### src/rtl/rfe_ctrl.sv
// rtl/rfe_ctrl.sv - return-from-exception drain/redirect sequencer
//
// Purpose: on a decode-stage RFE, latch the saved return address, flush the
// pipe for DRAIN_CYCLES cycles, then hold a fetch redirect until the fetch
// stage acknowledges it, re-enabling interrupts on completion. A new
// exception aborts the sequence at any point and clears the interrupt enable.
//
// Ports:
//   clk         - single clock, rising edge
//   reset       - synchronous, active-high
//   rfe_req     - RFE instruction valid in decode
//   iar_in      - saved exception return address
//   exc_in      - exception being taken this cycle
//   pc_ack      - fetch stage accepts the redirect
//   busy        - sequence in progress (non-IDLE)
//   flush       - kill younger in-flight instructions
//   pc_redirect - pc_target valid
//   pc_target   - return fetch address (safe vector if misaligned)
//   int_enable  - interrupt enable flag
//   addr_err    - latched return address was misaligned
module rfe_ctrl #(
   parameter int unsigned DRAIN_CYCLES = 3
) (
   input  logic        clk,
   input  logic        reset,
   input  logic        rfe_req,
   input  logic [31:0] iar_in,
   input  logic        exc_in,
   input  logic        pc_ack,
   output logic        busy,
   output logic        flush,
   output logic        pc_redirect,
   output logic [31:0] pc_target,
   output logic        int_enable,
   output logic        addr_err
);

   localparam logic [31:0] SAFE_PC  = 32'h0001_0000;
   localparam logic [3:0]  CNT_LOAD = 4'(DRAIN_CYCLES - 1);

   typedef enum logic [1:0] {
      S_IDLE,
      S_DRAIN,
      S_REDIRECT
   } state_t;

   state_t      state_q, state_d;
   logic [3:0]  cnt_q, cnt_d;
   logic [31:0] iar_q, iar_d;
   logic [31:0] pc_target_q, pc_target_d;
   logic        busy_q, busy_d;
   logic        flush_q, flush_d;
   logic        pc_redirect_q, pc_redirect_d;
   logic        int_enable_q, int_enable_d;
   logic        addr_err_q, addr_err_d;

   always_comb begin
      state_d       = state_q;
      cnt_d         = cnt_q;
      iar_d         = iar_q;
      pc_target_d   = pc_target_q;
      int_enable_d  = int_enable_q;
      addr_err_d    = addr_err_q;
      flush_d       = 1'b0;
      pc_redirect_d = 1'b0;

      unique case (state_q)
         S_IDLE: begin
            // An exception in the same cycle as an RFE wins outright.
            if (exc_in) begin
               int_enable_d = 1'b0;
            end else if (rfe_req) begin
               iar_d   = iar_in;
               cnt_d   = CNT_LOAD;
               state_d = S_DRAIN;
               flush_d = 1'b1;
            end
         end
         S_DRAIN: begin
            if (exc_in) begin
               int_enable_d = 1'b0;
               state_d      = S_IDLE;
            end else if (cnt_q == 4'd0) begin
               // Decide the target once, on entry, so it is stable for the
               // whole redirect window.
               state_d       = S_REDIRECT;
               pc_redirect_d = 1'b1;
               addr_err_d    = |iar_q[1:0];
               pc_target_d   = (|iar_q[1:0]) ? SAFE_PC : iar_q;
            end else begin
               cnt_d   = cnt_q - 4'd1;
               flush_d = 1'b1;
            end
         end
         S_REDIRECT: begin
            // exc_in is checked first so it beats a simultaneous pc_ack.
            if (exc_in) begin
               int_enable_d = 1'b0;
               addr_err_d   = 1'b0;
               state_d      = S_IDLE;
            end else if (pc_ack) begin
               int_enable_d = 1'b1;
               addr_err_d   = 1'b0;
               state_d      = S_IDLE;
            end else begin
               pc_redirect_d = 1'b1;
            end
         end
         default: begin
            state_d = S_IDLE;
         end
      endcase

      busy_d = (state_d != S_IDLE);
   end

   always_ff @(posedge clk) begin
      if (reset) begin
         state_q       <= S_IDLE;
         cnt_q         <= 4'd0;
         iar_q         <= SAFE_PC;
         pc_target_q   <= SAFE_PC;
         busy_q        <= 1'b0;
         flush_q       <= 1'b0;
         pc_redirect_q <= 1'b0;
         int_enable_q  <= 1'b0;
         addr_err_q    <= 1'b0;
      end else begin
         state_q       <= state_d;
         cnt_q         <= cnt_d;
         iar_q         <= iar_d;
         pc_target_q   <= pc_target_d;
         busy_q        <= busy_d;
         flush_q       <= flush_d;
         pc_redirect_q <= pc_redirect_d;
         int_enable_q  <= int_enable_d;
         addr_err_q    <= addr_err_d;
      end
   end

   assign busy        = busy_q;
   assign flush       = flush_q;
   assign pc_redirect = pc_redirect_q;
   assign pc_target   = pc_target_q;
   assign int_enable  = int_enable_q;
   assign addr_err    = addr_err_q;

endmodule

### config.mk
export PLATFORM = sky130hd
export DESIGN_NAME = rfe_ctrl
export DESIGN_NICKNAME = d
export VERILOG_FILES = /design/src/rtl/rfe_ctrl.sv
export SDC_FILE = /design/constraint.sdc
export NUM_CORES = 1
export LEC_CHECK = 0
export CAP_MARGIN = 20
export CORE_ASPECT_RATIO = 0.75
export CORE_MARGIN = 2
export CORE_UTILIZATION = 48
export CTS_CLUSTER_DIAMETER = 30
export DETAILED_ROUTE_END_ITERATION = 7
export GPL_ROUTABILITY_DRIVEN = 0
export GPL_TIMING_DRIVEN = 0
export PLACE_DENSITY = 0.79
export SYNTH_ARGS = -nofsm -noshare
export SYNTH_HDL_FRONTEND = slang
export SYNTH_SLANG_ARGS = --single-unit
### constraint.sdc
create_clock -name clk -period 1.8 [get_ports clk]
set_clock_uncertainty 0.1 [all_clocks]
set_input_delay 0.36 -clock clk [delete_from_list [all_inputs] [get_ports clk]]
set_output_delay 0.36 -clock clk [all_outputs]
set_load 0.005 [all_outputs]
==> results.json, run 1 <==
{
  "outcome": "finished, final reports clean",
  "crit_slowest_cell": "dfxtp_2",
  "worst_r2r_endpoint": "cnt_q[1]",
  "ys_types": 37,
  "num_rows": 24,
  "period_share": 0.948,
  "synth_compound_area_frac": 0.138,
  "finalSetupViolCount": 0,
  "drc_errors": 0,
  "core_area_sq_mm": 0.00577,
  "place_inst": 499,
  "cts_tree": "yes",
  "required_ns": 1.97,
  "synth_top_area_share": 0.526,
  "yosys.area.top_type": "dfxtp_1",
  "rr_startpoint": "state_q[1]",
  "slew_headroom": 0.649,
  "grt_overflow": 0,
  "drt-initial-drc-count": 187,
  "clock_path_buffers": 2,
  "synth_area_sq_mm": 0.00286,
  "placed_area_sq_mm": 0.00368,
  "synthMuxAreaShare": 0.00350,
  "syn_inst": 348,
  "crit_start": "state_q[1]",
  "cap_violations": 0,
  "firstDrtPassIters": 4,
  "endpoint_kind": "register",
  "crit_type": "register to register",
  "rsz0062_at_grt": "true",
  "synth_xor_area_frac": 0.00613,
  "cp_max_fo": 9,
  "drive_gt1_frac": 0.119,
  "fp.dieArea_sq_mm": 0.00659,
  "cts_buffers": 9,
  "vdd_drop_max_mv": 0.532,
  "cpPeakStageDelay_ns": 0.35,
  "via_per_inst": 5.23,
  "synth-adder-area-share": 0.0263,
  "antenna_found_initial": 0,
  "min_period_ns": 1.71,
  "max_freq_ghz": 0.586,
  "power.density_mw_per_mm2": 909,
  "route.vias.total": 2693,
  "worstHoldPathType": "register to register",
  "cp.arrival_ns": 1.87,
  "grt_pass1_wl_mm": 12.2,
  "clock_latency_ns": 0.35,
  "clockRootBuffer": "clkbuf_8",
  "grt_max_degree": 13,
  "critPathTopFamily": "simple AND/OR/NAND/NOR gates",
  "syn_area_per_cell_sq_um": 8.21,
  "htreeDepth": 3,
  "clk_pin_slew_ns": 0.08,
  "leakage_nw": 1.43,
  "dp_hpwl_mm": 5.00,
  "whs_path_depth": 2,
  "diodes": 0,
  "layout.cells.non_filler": 515,
  "wire_per_inst_microns": 14.4,
  "final_nets": 475,
  "initial_utilization": 0.495,
  "die_h_microns": 70.8,
  "io_buffers": 73,
  "ys_top_cells_by_area": "dfxtp_1 (53%), nand2_1 (13%), a21oi_1 (11%)",
  "grt_pass1_vias": 2617,
  "ys_ff_latch": 75,
  "worst_pin_slew_ns": 0.527,
  "slew_violations": 0,
  "io_pins": 74,
  "grt.total_usage": 0.239,
  "ys_seq_area_frac": 0.526,
  "reg2reg_depth": 7,
  "area_growth_pct": 40.9,
  "async_flop_share": 0,
  "finalHoldViolations": 0,
  "holdPathEnd": "pc_target[9]",
  "fin_tns_setup_ns": 0,
  "critical_path_buf_inv_count": 2,
  "clock_sink_count": 75,
  "synth_edf_count": 0,
  "synth_top_family_by_area": "simple AND/OR/NAND/NOR gates",
  "cp_cell_sequence": "inv_1, ha_1, buf_6, and4bb_4, nor3_4, nor2_1, a311oi_1",
  "min_from": "pc_target[9]",
  "ctsHoldBuffers": 0,
  "postSynthNetCount": 391,
  "ant_nets": 0,
  "yosys.area_share.simple": 0.251,
  "final_area_sq_mm": 0.00402,
  "ys_warn_count": 0,
  "critical_path.startpoint_type": "register",
  "fp.dieW_microns": 93.1,
  "finalWirelength_mm": 7.43,
  "regToRegSetupSlack_ns": 0.09,
  "p_total_w": 0.00366,
  "synth-main-ff-cell": "dfxtp_1"
}
==> synthesized netlist by cell type, types with 2 or more instances <==
cell type and n:
nand2_1 98, dfxtp_1 75, a21oi_1 64, nand3_1 31, buf_2 11, clkbuf_1 11
nor2_1 9, ha_1 6, inv_1 6, o21ai_0 4, and3_1 3, buf_4 3
or3b_2 2, xnor2_1 2
==> metrics by stage <==
stage / worst slack, ns / utilization / hold slack (ns)
detailed placement: -0.323 / 0.639 / 0.346
finish: 0.0934 / 0.698 / 0.352
global placement: -0.274 / 0.639 / 0.339
floorplan: 0.199 / - / 0.337
CTS: 0.00936 / 0.681 / 0.355
global route: -0.0322 / 0.698 / 0.368
==> logic make-up (layout without fill, tap and decap cells) <==
| kind of cell | after synthesis | count (layout) |
|---|---|---|
| multiplexers | 1 | 1 |
| adder cells (fa/ha/maj) | 6 | 6 |
| flip-flops | 75 | 75 |
| buffers and inverters | 31 | 120 |
| AO/OA/AOI/OAI | 75 | 75 |
| AND/OR/NAND/NOR | 158 | 158 |
| XOR/XNOR | 2 | 2 |
==> report_power, final <==
| group | internal (W) | leakage (nW) | switching, W |
|---|---|---|---|
| logic | 0.000210 | 0.709 | 0.000236 |
| registers | 0.00172 | 0.609 | 0.0000372 |
| clock network | 0.000854 | 0.113 | 0.000603 |
| total | 0.00278 | 1.43 | 0.000876 |
==> state kept, by name (all words and copies together) (netlist names) <==
register     flops
iar_q           32
addr_err         1
flush            1
cnt_q            4
state_q          2
int_enable       1
pc_target       32
pc_redirect      1
busy             1
==> metal layers <==
metal  vias up  global-route usage  wire (microns)
li1       1332                   -               -
met1      1262               0.318            3270
met2        88               0.360            3480
met3        11              0.0756             565
met4         0               0.106             115
met5         -                   0               0
==> worst max-delay path by stage <==
stage,endpoint,slack (ns),depth (start not counted)
floorplan,cnt_q[2],0.20,7
global placement,flush,-0.27,4
detailed placement,pc_target[22],-0.32,7
CTS,pc_target[30],0.009,8
global route,cnt_q[1],-0.03,7
finish,cnt_q[1],0.09,7
==> worst min-delay path, cell delays in order, from the launching register on <==
cell     delay (ns)
dfxtp_1        0.31
nand2_1        0.05
a21oi_1        0.05
==> final cells by class <==
cell class	instances	area [sq um]
Sequential cell	75	1500
Tap cell	78	97.6
Buffer	24	153
Clock inverter	4	72.6
Fill cell	478	1740
Timing Repair Buffer	74	738
Inverter	6	22.5
Multi-Input combinational cell	242	1280
Clock buffer	12	155
==> cells in the final DEF, fill, tap and decap left out, drive strengths merged, types with 2 or more instances in the layout <==
cell type	count
inv	6
or3b	2
xnor2	2
nand3	31
clkbuf	24
nor3	2
ha	6
nor2	9
clkdlybuf4s50	73
a21oi	64
nand2	98
nor4	2
o21ai	5
buf	13
bufinv	2
and3	3
dfxtp	75
==> repair_timing <==
| action | 4_1_cts | 5_1_grt |
|---|---|---|
| pin swaps | 0 | 3 |
| setup buffers | 0 | 1 |
| endpoints found under the hold margin | 0 | 0 |
| resized for setup | 5 | 33 |
| endpoints found under the setup margin | 62 | 70 |
Note: power is estimated with default switching activity, not from simulation.
==> run 2, diff against run 1 <==
CORE_ASPECT_RATIO = default   (was 0.75)
==> results.json, run 2 (synthesis results as in run 1) <==
{
  "multi_input_area_sq_mm": 0.00130,
  "io_pins": 74,
  "layout_common_cells": "nand2_1 (97), dfxtp_1 (74), clkdlybuf4s50_1 (73)",
  "finalWirelength_mm": 7.48,
  "cp_max_fo": 9,
  "regToRegSetupSlack_ns": 0.07,
  "finalHoldViolations": 0,
  "diodes": 0,
  "leakage_nw": 1.46,
  "power.internal_w": 0.00279,
  "met2_length_mm": 3.83,
  "max_freq_ghz": 0.579,
  "fp.dieW_microns": 81.1,
  "final_area_sq_mm": 0.00406,
  "seq_power_share": 0.477,
  "finalSetupViolCount": 0,
  "htreeDepth": 3,
  "endpoint_kind": "register",
  "drive_gt1_frac": 0.128,
  "crit_type": "register to register",
  "grt_pass1_wl_mm": 11.5,
  "outcome": "finished, final reports clean",
  "power.switching_w": 0.000882,
  "core_area_sq_mm": 0.00585,
  "min_from": "pc_target[19]",
  "clockRootBuffer": "clkbuf_8",
  "slew_violations": 0,
  "cap_violations": 0,
  "vdd_drop_max_mv": 0.647,
  "required_ns": 1.91,
  "io_buffers": 73,
  "clk_pin_slew_ns": 0.08,
  "final_nets": 477,
  "antenna_found_initial": 0,
  "via_per_inst": 5.26,
  "area_growth_pct": 42.0,
  "slew_headroom": 0.570,
  "utilization": 0.693,
  "period_share": 0.959,
  "clock_sink_count": 75,
  "firstDrtPassIters": 6,
  "route.vias.total": 2702,
  "clock_power_share": 0.397,
  "wl_met3_microns": 410,
  "swShare": 0.240,
  "combPwrFrac": 0.126,
  "critical_path.startpoint_type": "register",
  "ctsHoldBuffers": 0,
  "top_layer_used": "met4",
  "register_area_sq_mm": 0.00150,
  "cp.arrival_ns": 1.84,
  "power.density_mw_per_mm2": 906,
  "clock_path_buffers": 2,
  "wl_met1_mm": 3.15,
  "drc_errors": 0,
  "fp.dieArea_sq_mm": 0.00658,
  "clock_latency_ns": 0.33,
  "die_h_microns": 81.1,
  "min_period_ns": 1.73,
  "fin_ws_ns": 0.0738,
  "final_common_cell": "nand2_1",
  "wire_per_inst_microns": 14.6,
  "worst_r2r_endpoint": "pc_target[16]",
  "rr_startpoint": "cnt_q[0]",
  "grt.total_usage": 0.229,
  "whs_path_depth": 2,
  "ant_nets": 0,
  "fin_hold_ws_ns": 0.351,
  "cts_buffers": 9,
  "drt-initial-drc-count": 153,
  "grt_pass1_vias": 2577,
  "grt_overflow": 0,
  "place_ws_ns": -0.295,
  "grt_max_degree": 13,
  "placed_area_sq_mm": 0.00368,
  "num_rows": 28,
  "holdPathEnd": "pc_target[19]",
  "worstHoldPathType": "register to register",
  "reg2reg_depth": 7,
  "cts_tree": "yes",
  "worst_pin_slew_ns": 0.645,
  "initial_utilization": 0.488,
  "n_fill_cell": 472,
  "dp_hpwl_mm": 5.02
}
run 2: cell count changes in the layout (fill, tap and decap cells not counted), sizes merged:
cell and change:
buf -2, clkbuf +4
run 2: power by group through the flow:
stage	clock (W)	sequential, W	combinational (W)
after floorplan	0	0.00178	0.000223
after global placement	0	0.00178	0.000381
after detailed placement	0	0.00179	0.000389
after CTS	0.00148	0.00175	0.000400
after global routing	0.00155	0.00176	0.000504
final	0.00146	0.00175	0.000463
run 2: layer usage:
layer	global-route usage	vias up
li1	-	1336
met3	0.0489	8
met5	0	-
met4	0.0915	0
met1	0.282	1270
met2	0.390	88
run 2: area by class of cell:
| class | count | area share |
|---|---|---|
| Sequential cell | 75 | 0.370 |
| Timing Repair Buffer | 76 | 0.186 |
| Buffer | 24 | 0.0386 |
| Tap cell | 75 | 0.0231 |
| Multi-Input combinational cell | 242 | 0.320 |
| Inverter | 6 | 0.00555 |
| Clock inverter | 4 | 0.0179 |
| Clock buffer | 12 | 0.0382 |
run 2: worst max path at each step:
stage / cells after the start / endpoint / from / slack, ns
final: 7 / pc_target[16] / cnt_q[0] / 0.07
after global routing: 8 / pc_target[8] / cnt_q[0] / -0.02
after CTS: 8 / pc_target[13] / state_q[1] / 0.01
after detailed placement: 7 / pc_target[13] / exc_in / -0.29
after global placement: 4 / flush / reset / -0.27
after floorplan: 7 / cnt_q[2] / state_q[1] / 0.20
run 2: what timing repair did:
item / 4_1_cts / 5_1_grt
resized for setup: 5 / 39
pin swaps: 0 / 3
setup buffers: 0 / 3
endpoints found under the setup margin: 34 / 70
run 2: critical path: stages, from the launching register on:
cell	delay, ns
dfxtp_1	0.31
inv_1	0.12
ha_1	0.21
nor3b_4	0.26
buf_4	0.16
nand2_4	0.08
nor4_1	0.27
o21ai_1	0.09
run 2: per-stage QoR:
step | total power, W | instances | TNS, ns
detailed placement | 0.00218 | 496 | -16.51
global placement | 0.00216 | 496 | -14.97
global route | 0.00382 | 514 | -0.0455
floorplan | 0.00200 | 348 | 0
finish | 0.00368 | 514 | 0
CTS | 0.00363 | 512 | 0
==> run 3, diff against run 2 <==
MAX_ROUTING_LAYER = met4   (was default)
==> results.json, run 3 (synthesis results as in run 1) <==
{
  "outcome": "finished, final reports clean",
  "clock_power_share": 0.398,
  "place_ws_ns": -0.295,
  "route.vias.total": 2701,
  "area_growth_pct": 42.3,
  "vdd_drop_max_mv": 0.655,
  "crit_type": "register to register",
  "via_per_inst": 5.24,
  "final_nets": 478,
  "ctsHoldBuffers": 0,
  "max_freq_ghz": 0.581,
  "finalWirelength_mm": 7.45,
  "cp_max_fo": 9,
  "clock_latency_ns": 0.34,
  "min_period_ns": 1.72,
  "cp.arrival_ns": 1.84,
  "io_pins": 74,
  "whs_path_depth": 2,
  "antenna_found_initial": 0,
  "drc_errors": 0,
  "clock_path_buffers": 2,
  "initial_utilization": 0.488,
  "drt-initial-drc-count": 174,
  "power.switching_w": 0.000884,
  "power.density_mw_per_mm2": 906,
  "clockRootBuffer": "clkbuf_8",
  "final_common_cell": "nand2_1",
  "die_h_microns": 81.1,
  "cp_cell_sequence": "inv_1, ha_1, nor3b_4, buf_4, nand2_4, nor4_1, o21ai_1",
  "grt.total_usage": 0.236,
  "drive_gt1_frac": 0.130,
  "diodes": 0,
  "cap_violations": 0,
  "power.internal_w": 0.00280,
  "period_share": 0.957,
  "io_buffers": 73,
  "clk_pin_slew_ns": 0.08,
  "grt_max_degree": 13,
  "wire_per_inst_microns": 14.5,
  "finalHoldViolations": 0,
  "crit_slowest_cell": "dfxtp_1",
  "combPwrFrac": 0.126,
  "cts_buffers": 9,
  "placed_area_sq_mm": 0.00368,
  "final_area_sq_mm": 0.00406,
  "seq_power_share": 0.476,
  "fp.dieArea_sq_mm": 0.00658,
  "clock_sink_count": 75,
  "slew_violations": 0,
  "swShare": 0.240,
  "cts_tree": "yes",
  "required_ns": 1.92,
  "core_area_sq_mm": 0.00585,
  "utilization": 0.695,
  "leakage_nw": 1.46,
  "fin_tns_setup_ns": 0,
  "layout_common_cells": "nand2_1 (97), dfxtp_1 (74), clkdlybuf4s50_1 (73)",
  "grt_pass1_vias": 2577,
  "cpPeakStageDelay_ns": 0.31,
  "slew_headroom": 0.576,
  "worstHoldPathType": "register to register",
  "grt_pass1_wl_mm": 11.5,
  "num_rows": 28,
  "layout.cells.non_filler": 515,
  "fp.dieW_microns": 81.1,
  "endpoint_kind": "register",
  "path_depth": 7,
  "worst_pin_slew_ns": 0.636,
  "finalSetupViolCount": 0,
  "critPathTopFamily": "simple AND/OR/NAND/NOR gates",
  "firstDrtPassIters": 4,
  "htreeDepth": 3,
  "critical_path.startpoint_type": "register",
  "critical_path_buf_inv_count": 2,
  "reg2reg_depth": 7,
  "place_inst": 496,
  "fin_ws_ns": 0.0778,
  "dp_hpwl_mm": 5.02,
  "ant_nets": 0,
  "grt_overflow": 0
}
==> run 3: cell types whose count changed in the layout (fill, tap and decap cells not counted), sizes merged <==
| cell | previous run | this run |
|---|---|---|
| buf | 11 | 12 |
==> run 3: power groups by stage <==
stage               Clock [W]  Combinational (W)  Sequential, W
floorplan                   0           0.000223        0.00178
global placement            0           0.000381        0.00178
detailed placement          0           0.000389        0.00179
CTS                   0.00148           0.000400        0.00175
global route          0.00155           0.000507        0.00176
finish                0.00146           0.000464        0.00175
==> run 3: worst reg2reg max path: stages, from the launching register on <==
cell,delay [ns]
dfxtp_1,0.31
inv_1,0.12
ha_1,0.21
nor3b_4,0.26
buf_4,0.16
nand2_4,0.08
nor4_1,0.27
o21ai_1,0.09
==> run 3: repair_timing <==
item | CTS | global route
pin swaps | 0 | 3
setup buffers | 0 | 4
setup endpoints to repair | 34 | 70
resized for setup | 5 | 39
==> run 3: area by class of cell <==
class                   instances  area [sq um]
clock inverters                 4          72.6
inverters                       6          22.5
fillers                       472          1790
multi-input cells             242          1300
repair buffers                 77           761
clock buffers                  12           155
flip-flops and latches         75          1500
well taps                      75          93.8
plain buffers                  24           156
==> run 3: through the flow <==
step,power (W),hold slack (ns)
finish,0.00368,0.352
global route,0.00382,0.377
CTS,0.00363,0.356
detailed placement,0.00218,0.345
global placement,0.00216,0.338
floorplan,0.00200,0.337
==> run 3: path summary, 6_finish.rpt <==
check           startpoint            end  slack (ns)
max               cnt_q[0]  pc_target[16]        0.08
min          pc_target[19]  pc_target[19]        0.35
max reg2reg       cnt_q[0]  pc_target[16]        0.08
min reg2reg  pc_target[19]  pc_target[19]        0.35
==> run 3: metal layers <==
metal,up-vias,share of wire,GRT usage
met5,-,0,-
met4,0,0.017,0.0915
met3,11,0.057,0.0478
met2,90,0.51,0.389
met1,1263,0.42,0.283
li1,1337,-,-
